**config.mk**
```make
export PLATFORM = sky130hd
export DESIGN_NAME = sent_crc_sched
export DESIGN_NICKNAME = d
export VERILOG_FILES = /design/src/rtl/sent_pkg.sv /design/src/rtl/sent_crc4_core.sv /design/src/rtl/sent_crc_sched.sv
export SDC_FILE = /design/constraint.sdc
export NUM_CORES = 1
export LEC_CHECK = 0
export ABC_CLOCK_PERIOD_IN_PS = 4350
export CORE_UTILIZATION = 51
export DETAILED_ROUTE_END_ITERATION = 10
export GPL_TIMING_DRIVEN = 0
export PLACE_DENSITY = 0.95
export RECOVER_POWER = 25
export SYNTH_ARGS = -nofsm -noshare
export SYNTH_HDL_FRONTEND = slang
export SYNTH_SLANG_ARGS = --single-unit
```
**constraint.sdc**
```tcl
create_clock -name clk -period 4.35 [get_ports clk]
set_clock_uncertainty 0.1 [all_clocks]
set_input_delay 0.6525 -clock clk [delete_from_list [all_inputs] [get_ports clk]]
set_output_delay 0.6525 -clock clk [all_outputs]
set_load 0.01 [all_outputs]
```
**src/rtl/sent_pkg.sv**
```systemverilog
// Shared types and constants for the SENT CRC4 scheduler slice.
// Holds the CRC seed, table contributions, nibble type, FSM states and step helper.
package sent_pkg;

    typedef logic [3:0] nibble_t;

    localparam nibble_t CRC_SEED = 4'h5;

    // Contribution of each set bit of the current CRC to the table entry
    localparam nibble_t CRC_C0 = 4'hD;
    localparam nibble_t CRC_C1 = 4'h7;
    localparam nibble_t CRC_C2 = 4'hE;
    localparam nibble_t CRC_C3 = 4'h1;

    typedef enum logic [1:0] {
        IDLE,
        CRC,
        AUG,
        DONE
    } state_t;

    // One CRC4 step: TABLE[c] ^ d, TABLE built from per-bit contributions
    function automatic nibble_t crc_step(nibble_t c, nibble_t d);
        nibble_t t;
        t = d;
        if (c[0]) t = t ^ CRC_C0;
        if (c[1]) t = t ^ CRC_C1;
        if (c[2]) t = t ^ CRC_C2;
        if (c[3]) t = t ^ CRC_C3;
        return t;
    endfunction

endpackage

```
**src/rtl/sent_crc4_core.sv**
```systemverilog
// SENT CRC4 register: init loads the seed, enable applies one table step.
// Ports: clk, reset_n (async low), init, enable, din[3:0], dout[3:0].
import sent_pkg::*;

module sent_crc4_core (
    input  logic    clk,
    input  logic    reset_n,
    input  logic    init,
    input  logic    enable,
    input  nibble_t din,
    output nibble_t dout
);

    always_ff @(posedge clk or negedge reset_n) begin
        if (!reset_n) begin
            dout <= 4'h0;
        end else if (init) begin
            dout <= CRC_SEED;
        end else if (enable) begin
            dout <= crc_step(dout, din);
        end
    end

endmodule

```
**src/rtl/sent_crc_sched.sv**
```systemverilog
// Two-requester round-robin scheduler for the shared SENT CRC4 engine.
// Ports: clk, reset_n, req[1:0], data0/len0, data1/len1 in; gnt, busy, crc, crc_valid, crc_id out.
// Build option: SENT_CRC_LEGACY_EN skips the zero-nibble augmentation step.
import sent_pkg::*;

module sent_crc_sched #(
    parameter int MAX_NIBBLES = 6,
    parameter int LEN_W       = 3
) (
    input  logic                     clk,
    input  logic                     reset_n,
    input  logic [1:0]               req,
    input  logic [4*MAX_NIBBLES-1:0] data0,
    input  logic [LEN_W-1:0]         len0,
    input  logic [4*MAX_NIBBLES-1:0] data1,
    input  logic [LEN_W-1:0]         len1,
    output logic [1:0]               gnt,
    output logic                     busy,
    output logic [3:0]               crc,
    output logic                     crc_valid,
    output logic                     crc_id
);

    localparam int DW = 4 * MAX_NIBBLES;
    localparam int CW = $clog2(MAX_NIBBLES + 1);

`ifdef SENT_CRC_LEGACY_EN
    localparam state_t TAIL = DONE;
`else
    localparam state_t TAIL = AUG;
`endif

    state_t          state_q;
    state_t          state_d;
    logic [DW-1:0]   sreg_q;
    logic [CW-1:0]   cnt_q;
    logic            owner_q;
    logic            ptr_q;
    logic [1:0]      mask_q;
    nibble_t         crc_hold_q;
    logic            id_hold_q;

    logic [1:0]      eff_req;
    logic            start;
    logic            pick;
    logic [DW-1:0]   pick_data;
    logic [LEN_W-1:0] pick_len;
    logic [CW-1:0]   clamp_len;

    logic            core_init;
    logic            core_en;
    nibble_t         core_din;
    nibble_t         core_dout;

    // Arbitration: the just-served requester is masked for one IDLE cycle
    always_comb begin
        eff_req   = req & ~mask_q;
        start     = (state_q == IDLE) && (|eff_req);
        pick      = eff_req[ptr_q] ? ptr_q : ~ptr_q;
        pick_data = pick ? data1 : data0;
        pick_len  = pick ? len1 : len0;
        if (int'(pick_len) > MAX_NIBBLES) begin
            clamp_len = CW'(MAX_NIBBLES);
        end else begin
            clamp_len = CW'(pick_len);
        end
    end

    always_comb begin
        state_d = state_q;
        unique case (state_q)
            IDLE: begin
                if (start) begin
                    state_d = (clamp_len == '0) ? TAIL : CRC;
                end
            end
            CRC: begin
                if (cnt_q == CW'(1)) begin
                    state_d = TAIL;
                end
            end
            AUG:  state_d = DONE;
            DONE: state_d = IDLE;
            default: state_d = IDLE;
        endcase
    end

    always_comb begin
        core_init = start;
        core_en   = (state_q == CRC) || (state_q == AUG);
        core_din  = (state_q == CRC) ? sreg_q[3:0] : 4'h0;
    end

    sent_crc4_core u_core (
        .clk     (clk),
        .reset_n (reset_n),
        .init    (core_init),
        .enable  (core_en),
        .din     (core_din),
        .dout    (core_dout)
    );

    always_ff @(posedge clk or negedge reset_n) begin
        if (!reset_n) begin
            state_q    <= IDLE;
            sreg_q     <= '0;
            cnt_q      <= '0;
            owner_q    <= 1'b0;
            ptr_q      <= 1'b0;
            mask_q     <= 2'b00;
            crc_hold_q <= 4'h0;
            id_hold_q  <= 1'b0;
        end else begin
            state_q <= state_d;
            mask_q  <= 2'b00;
            if (start) begin
                owner_q <= pick;
                sreg_q  <= pick_data;
                cnt_q   <= clamp_len;
            end
            if (state_q == CRC) begin
                sreg_q <= sreg_q >> 4;
                cnt_q  <= cnt_q - CW'(1);
            end
            if (state_q == DONE) begin
                crc_hold_q <= core_dout;
                id_hold_q  <= owner_q;
                ptr_q      <= ~owner_q;
                mask_q     <= owner_q ? 2'b10 : 2'b01;
            end
        end
    end

    // Result is live from the core in DONE, then held until the next DONE
    always_comb begin
        busy      = (state_q != IDLE);
        gnt       = busy ? (owner_q ? 2'b10 : 2'b01) : 2'b00;
        crc_valid = (state_q == DONE);
        crc       = crc_valid ? core_dout : crc_hold_q;
        crc_id    = crc_valid ? owner_q : id_hold_q;
    end

endmodule

```
==> metrics <==
DRT Wirelength 5.59 mm; DRC 0; Psw 0.859 mW; setup TNS 0 ns; status complete, but fails checks; library cells used by synthesis 36; crit-path cells ha_1, clkbuf_1, mux2_2, clkdlybuf4s50_1; RSZ-0062 raised after global routing no; worst reg2reg endpoint sreg_q[15]; clk slew on worst S/H paths 0.08 ns; syn avg cell area 10.1 µm²; crit path max fanout 8; Max Freq 352 MHz; setup-violating endpoint count in the final report 0; CTS buffer count 5; Leak 1.35 nW; post-CTS resize count 0; initial drt markers 177; first-pass GRT wire length 9.35 mm; CTS tree yes; clk sinks 42; ant diodes 0; postcts setup bufs 0; Clock Latency Late Sink 0.30 ns; GRT overflow 0; switching share of total power 0.405; Tot Pwr 2.12 mW; P&R area growth vs syn 34.8%; delay-heaviest family, CP buffers and inverters; HP Class flop to flop; die width 69.6 µm; I/O Pins 67; clock power share 0.122; initial antenna violation count 0; worst hold endpoint crc_hold_q[2]; Crit Path Class flop to output port; vias post-DR 2,061; Die Ht 69.6 µm; Core Rows 24; Mapped Cells 230; Setup crit start kind flop; WL/cell 15.7 µm; Slew headroom -0.477; Die ar. 4840 µm²; total global routing track utilization 0.246; global placement routability congestion 0.860; total core area 4380 µm²; Longest Clk Path Bufs 2; RR Startpoint state_q[0]; Gate power share 0.546; vias in the first global route 2,135; post-synthesis sequential area ratio 0.451; Worst Min Path Start crc_hold_q[2]; FF-to-FF setup slack 2.28 ns; Worst VDD drop 0.000331 V; Reg2Reg Depth 7; share of layout cells above drive strength 1 0.0921; Synth warnings 0; Pre-antenna DRT Iters 4; Starting Density 0.532; DPL Wire Length 4.09 mm; Tcrit/Tclk final 0.652; clock root cell clkbuf_8; largest net degree at the start of global routing 43; PwrDens 675 nW/µm²; final hold violation count 0; worst hold stages 1; cell-internal power 1.26 mW; CP max stage cell clkdlybuf4s50_1; # nets final 367; Netlist Area Pre-Place 2330 µm²; hold_buf cts 0; Routed Antenna Nets 0; Final Max Tran Viols 43; Bufs and invs on worst path 2; minimum clock period 2.84 ns; Slew @ Worst Pin 2.22 ns; IO Port Bufs 66; Critical Path RT 3.60 ns; Seq cells post-synth 42; failing checks capacitance limit, slew limit; CP Capture Type output port; WP data arrival 2.08 ns; sequential power share 0.331; total of max-cap violations 1; Syn Nets 294; CP max stage delay 0.48 ns; H-tree depth 2; Via density 5.79
==> flip-flops by register name, indices dropped and copies added (netlist names) <==
name and flops:
cnt_q 3, crc_hold_q 4, id_hold_q 1, mask_q 2
owner_q 1, ptr_q 1, sreg_q 24, state_q 2
u_core.dout 4
==> Yosys cell counts, drive strengths merged <==
cell type,number,area [µm²]
a311o,1,10.0
xnor2,3,26.3
and3b,1,8.76
and4,2,17.5
o221ai,1,8.76
inv,7,26.3
mux2,5,56.3
nand2b,2,20.0
nor3,2,10.0
and3,1,6.26
o21ai,8,40.0
a31oi,1,6.26
buf,12,78.8
nand2,26,97.6
and2,1,6.26
mux2i,29,290
a21oi,7,38.8
nor2,8,30.0
o211ai,21,158
a21o,2,16.3
a211oi,2,15.0
nor2b,2,12.5
nor3b,2,20.0
nand3,23,115
a311oi,1,8.76
a21boi,3,22.5
clkbuf,4,15.0
dfrtp,42,1050
xor2,5,43.8
ha,6,75.1
==> worst reg2reg max path, stage by stage, from the launching register on <==
cell	delay, ns
dfrtp_1	0.42
inv_1	0.11
ha_1	0.28
inv_1	0.13
a21oi_2	0.30
nand2_1	0.19
buf_2	0.23
o211ai_1	0.21
==> layer usage <==
metal,routed length (µm),global-route usage,vias up
li1,-,-,965
met1,2320,0.297,1003
met4,116,0.0930,0
met2,2820,0.428,82
met5,0,0,-
met3,332,0.0538,11
==> placed cells by master, fill, tap and decap left out, types with 2 or more instances in the layout <==
master,synthesis,final
mux2i_1,29,29
buf_2,9,9
xnor2_1,3,3
ha_1,6,6
a21boi_0,3,3
clkdlybuf4s50_1,0,65
clkbuf_1,4,6
a21oi_1,6,6
nor3_1,2,2
clkbuf_8,0,6
nor2_1,8,8
a211oi_1,2,2
inv_1,7,7
dfrtp_1,42,42
and4_1,2,2
nand3_1,23,23
o21ai_0,7,7
nand2_1,26,26
mux2_2,5,5
nor2b_1,2,2
buf_6,3,3
xor2_1,5,5
o211ai_1,21,21
==> stage by stage <==
step	instances	hold slack [ns]	setup slack, ns	cell area, µm²	utilization
after floorplan	230	0.257	2.36	2330	-
after global placement	348	0.375	1.52	3060	0.697
after detailed placement	348	0.388	1.86	3050	0.696
after CTS	356	0.403	1.51	3140	0.717
after global routing	356	0.416	1.45	3140	0.717
final	356	0.399	1.51	3140	0.717
==> worst max-delay path by stage <==
| stage | startpoint | end | cells after the start |
|---|---|---|---|
| 2_1_floorplan | state_q[1] | crc[0] | 3 |
| 3_3_place_gp | reset_n | sreg_q[9] | 1 |
| 3_5_place_dp | state_q[1] | crc[3] | 4 |
| 4_1_cts | state_q[1] | crc[3] | 4 |
| 5_1_grt | state_q[1] | crc[1] | 4 |
| 6_report | state_q[0] | crc[3] | 4 |
==> cell type report <==
| cell class | count | area [µm²] |
|---|---|---|
| Fill cell | 305 | 1240 |
| Multi-Input combinational cell | 165 | 1160 |
| Clock inverter | 1 | 5.00 |
| Tap cell | 52 | 65.1 |
| Buffer | 16 | 93.8 |
| Timing Repair Buffer | 66 | 654 |
| Inverter | 7 | 26.3 |
| Sequential cell | 42 | 1050 |
| Clock buffer | 7 | 86.3 |
==> power by group through the flow <==
stage | registers [mW] | clock network, mW | logic, mW
3_3_place_gp | 0.693 | 0 | 1.09
4_1_cts | 0.699 | 0.261 | 1.16
5_1_grt | 0.718 | 0.277 | 1.28
2_1_floorplan | 0.668 | 0 | 0.809
3_5_place_dp | 0.705 | 0 | 1.14
6_report | 0.703 | 0.259 | 1.16
==> kinds of logic (layout without fill, tap and decap cells) <==
group,Yosys count,count (layout),share of synthesized area
simple gates,70,70,0.148
compound gates,47,47,0.139
flops,42,42,0.451
mux,34,34,0.149
buf+inv,23,97,0.0515
xor+xnor,8,8,0.0301
fa+ha+maj,6,6,0.0322
Note: power is estimated with default switching activity, not from simulation.
